`src/rtl/mac_sched.sv`:
```
// mac_sched: two-requester round-robin burst scheduler in front of a shared,
// fixed-latency square-accumulate-sqrt datapath.
//
// A requester holds the grant for one burst (ending on its last flag or after
// MAX_BURST beats), then the scheduler passes through one IDLE cycle and
// re-arbitrates. Every issued beat is tagged {valid, id, last}; the tag travels
// down a LAT-deep shift register so that it meets the datapath result and
// routes it back to its owner.
//
// Ports:
//   clk, reset                  clock, synchronous active-high reset
//   reqN_valid/data/last/ready  requester N sample stream (valid/ready)
//   dp_valid_in, dp_a           beat issued to the datapath
//   dp_valid_out, dp_f          datapath result
//   out_valid/id/last/f         result routed back with owner and last flag
//   err                         sticky result/tag misalignment flag
module mac_sched #(
  parameter int unsigned LAT       = 3,
  parameter int unsigned MAX_BURST = 16
) (
  input  logic        clk,
  input  logic        reset,
  input  logic        req0_valid,
  input  logic [7:0]  req0_data,
  input  logic        req0_last,
  output logic        req0_ready,
  input  logic        req1_valid,
  input  logic [7:0]  req1_data,
  input  logic        req1_last,
  output logic        req1_ready,
  output logic        dp_valid_in,
  output logic [7:0]  dp_a,
  input  logic        dp_valid_out,
  input  logic [19:0] dp_f,
  output logic        out_valid,
  output logic        out_id,
  output logic        out_last,
  output logic [19:0] out_f,
  output logic        err
);

  localparam logic [4:0] MaxBurstCnt = 5'(MAX_BURST);

  typedef enum logic [1:0] {
    StIdle = 2'd0,
    StGnt0 = 2'd1,
    StGnt1 = 2'd2
  } state_e;

  // Tag layout: {valid, id, last}
  typedef logic [2:0] tag_t;

  state_e          state_q, state_d;
  logic            ptr_q, ptr_d;
  logic [4:0]      cnt_q, cnt_d;
  tag_t [LAT-1:0]  tag_q, tag_d;
  logic            err_q, err_d;

  logic       gnt_id;
  logic       sel_valid;
  logic       sel_last;
  logic [7:0] sel_data;
  logic       beat;
  logic [4:0] cnt_inc;
  tag_t       tag_out;

  // Grant decode and beat detection. Reset masks the beat so a beat presented
  // in a reset cycle is neither issued nor tagged.
  always_comb begin
    gnt_id    = (state_q == StGnt1);
    sel_valid = gnt_id ? req1_valid : req0_valid;
    sel_last  = gnt_id ? req1_last  : req0_last;
    sel_data  = gnt_id ? req1_data  : req0_data;
    beat      = (state_q != StIdle) && sel_valid && !reset;
    cnt_inc   = cnt_q + 5'd1;
  end

  always_comb begin
    req0_ready  = (state_q == StGnt0) && !reset;
    req1_ready  = (state_q == StGnt1) && !reset;
    dp_valid_in = beat;
    dp_a        = beat ? sel_data : 8'd0;
  end

  // Next-state: arbitration, burst counting and release.
  always_comb begin
    state_d = state_q;
    ptr_d   = ptr_q;
    cnt_d   = cnt_q;
    unique case (state_q)
      StIdle: begin
        cnt_d = 5'd0;
        if (ptr_q ? req1_valid : req0_valid) begin
          state_d = ptr_q ? StGnt1 : StGnt0;
        end else if (ptr_q ? req0_valid : req1_valid) begin
          state_d = ptr_q ? StGnt0 : StGnt1;
        end
      end
      StGnt0, StGnt1: begin
        // A bubble (no beat) holds the grant unchanged.
        if (beat) begin
          cnt_d = cnt_inc;
          // Last and the burst limit share one release, so the pointer flips once.
          if (sel_last || (cnt_inc == MaxBurstCnt)) begin
            state_d = StIdle;
            ptr_d   = ~gnt_id;
            cnt_d   = 5'd0;
          end
        end
      end
      default: begin
        state_d = StIdle;
        cnt_d   = 5'd0;
      end
    endcase
  end

  // Tag pipeline shifts every cycle so stage LAT lines up with dp_valid_out.
  always_comb begin
    tag_d[0] = beat ? {1'b1, gnt_id, sel_last} : 3'b000;
    for (int unsigned i = 1; i < LAT; i++) begin
      tag_d[i] = tag_q[i-1];
    end
  end

  always_comb begin
    tag_out   = tag_q[LAT-1];
    err_d     = err_q | (dp_valid_out != tag_out[2]);
    out_valid = dp_valid_out && tag_out[2] && !reset;
    out_id    = out_valid && tag_out[1];
    out_last  = out_valid && tag_out[0];
    out_f     = out_valid ? dp_f : 20'd0;
    err       = err_q && !reset;
  end

  always_ff @(posedge clk) begin
    if (reset) begin
      state_q <= StIdle;
      ptr_q   <= 1'b0;
      cnt_q   <= 5'd0;
      tag_q   <= '0;
      err_q   <= 1'b0;
    end else begin
      state_q <= state_d;
      ptr_q   <= ptr_d;
      cnt_q   <= cnt_d;
      tag_q   <= tag_d;
      err_q   <= err_d;
    end
  end

endmodule

```
`config.mk`:
```
export PLATFORM = sky130hd
export DESIGN_NAME = mac_sched
export DESIGN_NICKNAME = d
export VERILOG_FILES = /design/src/rtl/mac_sched.sv
export SDC_FILE = /design/constraint.sdc
export NUM_CORES = 1
export LEC_CHECK = 0
export ABC_CLOCK_PERIOD_IN_PS = 3900
export CORE_MARGIN = 10
export CORE_UTILIZATION = 36
export CTS_BUF_LIST = sky130_fd_sc_hd__clkbuf_8
export DETAILED_ROUTE_END_ITERATION = 16
export GPL_TIMING_DRIVEN = 0
export PLACE_DENSITY = 0.89
export SYNTH_ARGS = -nofsm -noshare
export SYNTH_HDL_FRONTEND = slang
export SYNTH_SLANG_ARGS = --single-unit
```
`constraint.sdc`:
```
create_clock -name clk -period 3.9 [get_ports clk]
set_input_delay 0.78 -clock clk [delete_from_list [all_inputs] [get_ports clk]]
set_output_delay 0.78 -clock clk [all_outputs]
set_load 0.05 [all_outputs]
```
After elaboration in Yosys (flattened, before gate mapping)
Cells that the tools add are included.
Widths: inputs -> output; s select.
- flip-flop bits (word level): 18
- output and inout bits: 35
- muxes and demuxes: 16
- bitwise operators: 4
- eq/ne operators: 7
- reduce and logical (&&, ||, !) cells: 18
- $add $sub $neg: 1
- operators by type and width (cell ; number):
    $mux 20 ; 1
    $mux 8 ; 2
    $mux 2 ; 6
    $logic_and 1x1->1 ; 9
    $reduce_and 3->1 ; 2
    $reduce_or 2->1 ; 3
    $add 5x1->5 const B ; 1
    $eq 5x5->1 const B ; 1
    $mux 5 ; 1
    $mux 1 ; 4
    $ne 2x2->1 const B ; 2
    $pmux 2 s2 ; 1
    $mux 3 ; 1
    $ne 3x3->1 const B ; 1
    $not 1->1 ; 3
    $eq 2x1->1 const B ; 1
    $eq 2x2->1 const B ; 1
    $logic_not 2->1 ; 1
    $reduce_bool 2->1 ; 1
    $logic_not 1->1 ; 1
    $logic_or 1x1->1 ; 1
    $ne 1x1->1 ; 1
    $or 1x1->1 ; 1

Longest topological paths before layout
- word-level depth: 6
- gate-level depth with buffers: 9
- mapped depth without buffers: 7

Worst setup path before layout
Ideal clock, no wire load.
- path type: input -> output
- from: input port dp_valid_out
- to: output port out_f[10]
- setup slack: 0.902 ns
- stages: 4
- buffers on the path: 1
- arrival time: 2.218 ns
- required time: 3.120 ns
- cell sequence: ha_1 -> nor2b_1 -> clkbuf_1 -> and2_1
- longest elaborated chain between the ends: 3
- RTL lines (item ; line ; text):
    start, declared ; 33 ; input logic dp_valid_out,
    $logic_and 1x1->1 (2 in a row) ; 129 ; out_valid = dp_valid_out && tag_out[2] && !reset;
    named net out_valid ; 35 ; output logic out_valid,
    $mux 20 ; 132 ; out_f = out_valid ? dp_f : 20'd0;
    end, declared ; 38 ; output logic [19:0] out_f,
The timed path passes the listed nets, and every way through them passes these cells.

Worst setup path after layout
- from: input port req1_valid
- to: output port dp_a[7]
- longest elaborated chain between the ends: 4
- RTL lines (item ; line ; text):
    start, declared ; 27 ; input logic req1_valid,
    $mux 1 ; 71 ; sel_valid = gnt_id ? req1_valid : req0_valid;
    $logic_and 1x1->1 (2 in a row) ; 74 ; beat = (state_q != StIdle) && sel_valid && !reset;
    $mux 8 ; 82 ; dp_a = beat ? sel_data : 8'd0;
    end, declared ; 32 ; output logic [7:0] dp_a,
No other way between the ends.

==> implementation parameters <==
Parameter                              Value

Timing
  Worst-margin pin slew ... 0.597 ns
  Setup clock skew after layout ... 0.00157 ns
  Fin Hold WS ... 0.441 ns
  Final-layout setup total negative slack ... 0 ns
  Number of setup violations in the final report ... 0
  Minimum period implied by the final worst setup slack ... 3.66 ns
  Unrepaired setup endpoints after global routing ... no
  Max-slew violation count ... 0
  Timing-limited maximum frequency ... 273 MHz
  Number of failing hold endpoints at the final stage ... 0
  Slew margin rel. ... 0.592
  Portion of the clock cycle consumed by the worst path in the final layout ... 0.939

Setup path
  Number of cell instances on the worst register-to-register path ... 8
  Beginning of the worst register-to-register path ... state_q[0]
  Worst-path fanout max ... 10
  Stage delay of the slowest cell on the critical path ... 0.55 ns
  Crit. Startpoint ... req1_valid
  Kind of start point of the critical path ... primary input
  Ordered list of cells on the worst path ... clkdlybuf4s50_1, mux2i_1, or3_1, buf_2, clkbuf_1, nor2_1, dlygate4sd2_1
  Crit. path cell count ... 7
  Required arrival time at the worst endpoint ... 3.12 ns
  Type of the worst setup path ... primary input to primary output
  Number of buffers and inverters on the critical path ... 4
  Reg-to-reg endpoint ... cnt_q[3]
  Endpoint of the most critical setup path ... dp_a[7]
  Setup crit end kind ... primary output
  Critical-path cell with the highest stage delay ... sky130_fd_sc_hd__clkdlybuf4s50_1
  Worst path top cell family by delay ... buffers and inverters
  Worst path arrival time ... 2.88 ns
  Setup slack of the most critical reg-to-reg path ... 1.76 ns

Route
  DRT Wirelength ... 3760 um
  Remaining number of nets flagged by the antenna check after routing ... 0
  Detailed Route Iter0 Violations ... 29
  Wire length per cell after detailed routing ... 13.9 um
  DRC violation count after routing ... 0
  Detailed-routing iteration count for the pre-antenna-repair pass ... 4
  Drt via density ... 4.80
  Total number of vias ... 1302

Synthesis
  Ranking of synthesized cells by area ... sky130_fd_sc_hd__dfxtp_1 31%, sky130_fd_sc_hd__and2_1 12%, sky130_fd_sc_hd__mux2i_1 8.6%
  Count of warnings emitted by yosys ... 0
  Synthesized area ... 1160 um2
  Flip-flop and latch count after synthesis ... 18
  Synthesized area divided by synthesized cell count ... 7.98 um2
  Yosys top cell by area ... sky130_fd_sc_hd__dfxtp_1
  Number of flops mapped to enable cells by yosys ... 0
  Fraction of synthesized cell area taken by the top area cell type ... 0.309
  Sequential-to-total area share from yosys stat ... 0.309
  Post-Syn Nets ... 194
  Synth Flop Type ... sky130_fd_sc_hd__dfxtp_1
  Yosys cell types ... 31
  Async set or reset register ratio after synthesis ... 0
  Cells after Synth ... 146

Clocking
  Buffers from clock root to sink, at most ... 2
  Resize count post-CTS ... 8
  Maximum level of the CTS H-tree ... 1
  CTS tree ... done
  Clock buffers created by TritonCTS ... 3
  Source-to-sink clock delay at the later pin of the worst-skew pair ... 0.25 ns
  Post-CTS setup buffers ... 0
  CTS root buffer ... sky130_fd_sc_hd__clkbuf_8
  Count of clock tree sinks ... 18
  Number of hold buffers added after CTS ... 0
  Worst-path clk slew ... 0.06 ns

Layout
  Most frequent cells in the layout ... 69 x sky130_fd_sc_hd__clkdlybuf4s50_1, 23 x sky130_fd_sc_hd__and2_1, 18 x sky130_fd_sc_hd__dfxtp_1
  Antenna fix cells ... 0
  Layout cell share with drive strength beyond 1 ... 0.0352
  Synthesis-to-layout area growth ... 74.8%
  Number of nets in the layout ... 276
  Leading cell type in the layout, fill and taps excluded ... sky130_fd_sc_hd__clkdlybuf4s50_1
  Fillers ... 258
  Post-Layout Inst Area ... 2040 um2
  Non-filler cells, final ... 271

Global route
  Global-route wire length before repair ... 6120 um
  Grt ovf ... 0
  Overall track demand over capacity in global routing ... 0.125
  Via count of the first global-routing pass ... 1271
  Largest net degree at the start of global routing ... 11
  Antenna violations before repair ... 0

Die
  Area of the die ... 5910 um2
  Die H ... 76.9 um
  Boundary Pins ... 78
  Placeable core region ... 3080 um2
  Initial core utilization ... 0.378
  Row cnt ... 20
  Floorplan die width ... 76.9 um

Power
  Leak Pwr ... 0.791 nW
  Power density over the cells ... 346 nW/um2
  VDD IR max ... 0.209 mV

Job
  Count of max-cap constraint violations ... 0

Place
  Number of input and output port buffers inserted ... 77
  DP Cell Count ... 267
  DP HPWL ... 3150 um
  Placer's final routability congestion estimate ... 0.815
  Post-detailed-placement cell area ... 1990 um2

Min path
  Worst hold path class ... register to register
  Hold Path Depth ... 1

Status
  Status ... finished clean
-- report_power, final --
group	internal, W	switching (W)	leakage [nW]
Clock	0.0000897	0.0000616	0.0288
Combinational	0.000146	0.000197	0.617
Sequential	0.000200	0.00000914	0.146
-- worst min path at each step --
stage | start | to | slack [ns]
floorplan | tag_d[3] | tag_d[6] | 0.41
global placement | tag_d[6] | tag_out[0] | 0.42
detailed placement | tag_d[5] | tag_d[8] | 0.43
CTS | tag_d[5] | tag_d[8] | 0.45
global route | tag_d[6] | tag_out[0] | 0.46
finish | tag_d[5] | tag_d[8] | 0.44
-- cells in the mapped netlist (all sizes together), types with 2 or more instances --
cell type / instances
nor2b: 13
clkbuf: 6
nand3: 2
a21oi: 8
ha: 5
o2111ai: 3
nand2: 7
inv: 5
nand2b: 6
dfxtp: 18
buf: 2
nor2: 16
nor3: 2
mux2i: 10
or3: 2
and2: 23
o21ai: 5
-- stage by stage --
step / setup slack [ns] / power [W] / utilization
final: 0.236 / 0.000704 / 0.661
after global routing: 0.0464 / 0.000750 / 0.661
after global placement: -0.0151 / 0.000557 / 0.647
after CTS: 0.210 / 0.000709 / 0.661
after detailed placement: -0.0507 / 0.000564 / 0.647
after floorplan: 0.902 / 0.000446 / -
-- layer usage --
metal,GRT usage,vias up,part of all wire
met2,0.183,76,0.38
met4,0.0520,0,0.014
li1,-,662,-
met1,0.149,560,0.48
met5,0,-,0
met3,0.0641,4,0.13
-- flip-flops by register name, indices dropped and copies added (netlist names) --
signal   cells
err_q        1
tag_out      3
state_q      2
tag_d        6
ptr_q        1
cnt_q        5
-- logic make-up (layout without fill, tap and decap cells) --
logic type / count (synthesis) / count (layout) / share of synthesized area
flip-flops: 18 / 18 / 0.309
buffers and inverters: 13 / 94 / 0.0462
adder cells (fa/ha/maj): 5 / 5 / 0.0537
multiplexers: 11 / 11 / 0.0956
AND/OR/NAND/NOR: 73 / 73 / 0.342
AO/OA/AOI/OAI: 26 / 26 / 0.154
-- final cells by class --
| class | count | area (um2) | share of cell area |
|---|---|---|---|
| multi-input combinational | 115 | 751 | 0.369 |
| timing repair buffer | 77 | 761 | 0.374 |
| sequential | 18 | 360 | 0.177 |
| tap | 44 | 55.1 | 0.0270 |
| clock buffer | 4 | 55.1 | 0.0270 |
| buffer | 8 | 35.0 | 0.0172 |
| inverter | 5 | 18.8 | 0.00922 |
Note: power is estimated with default switching activity, not from simulation.
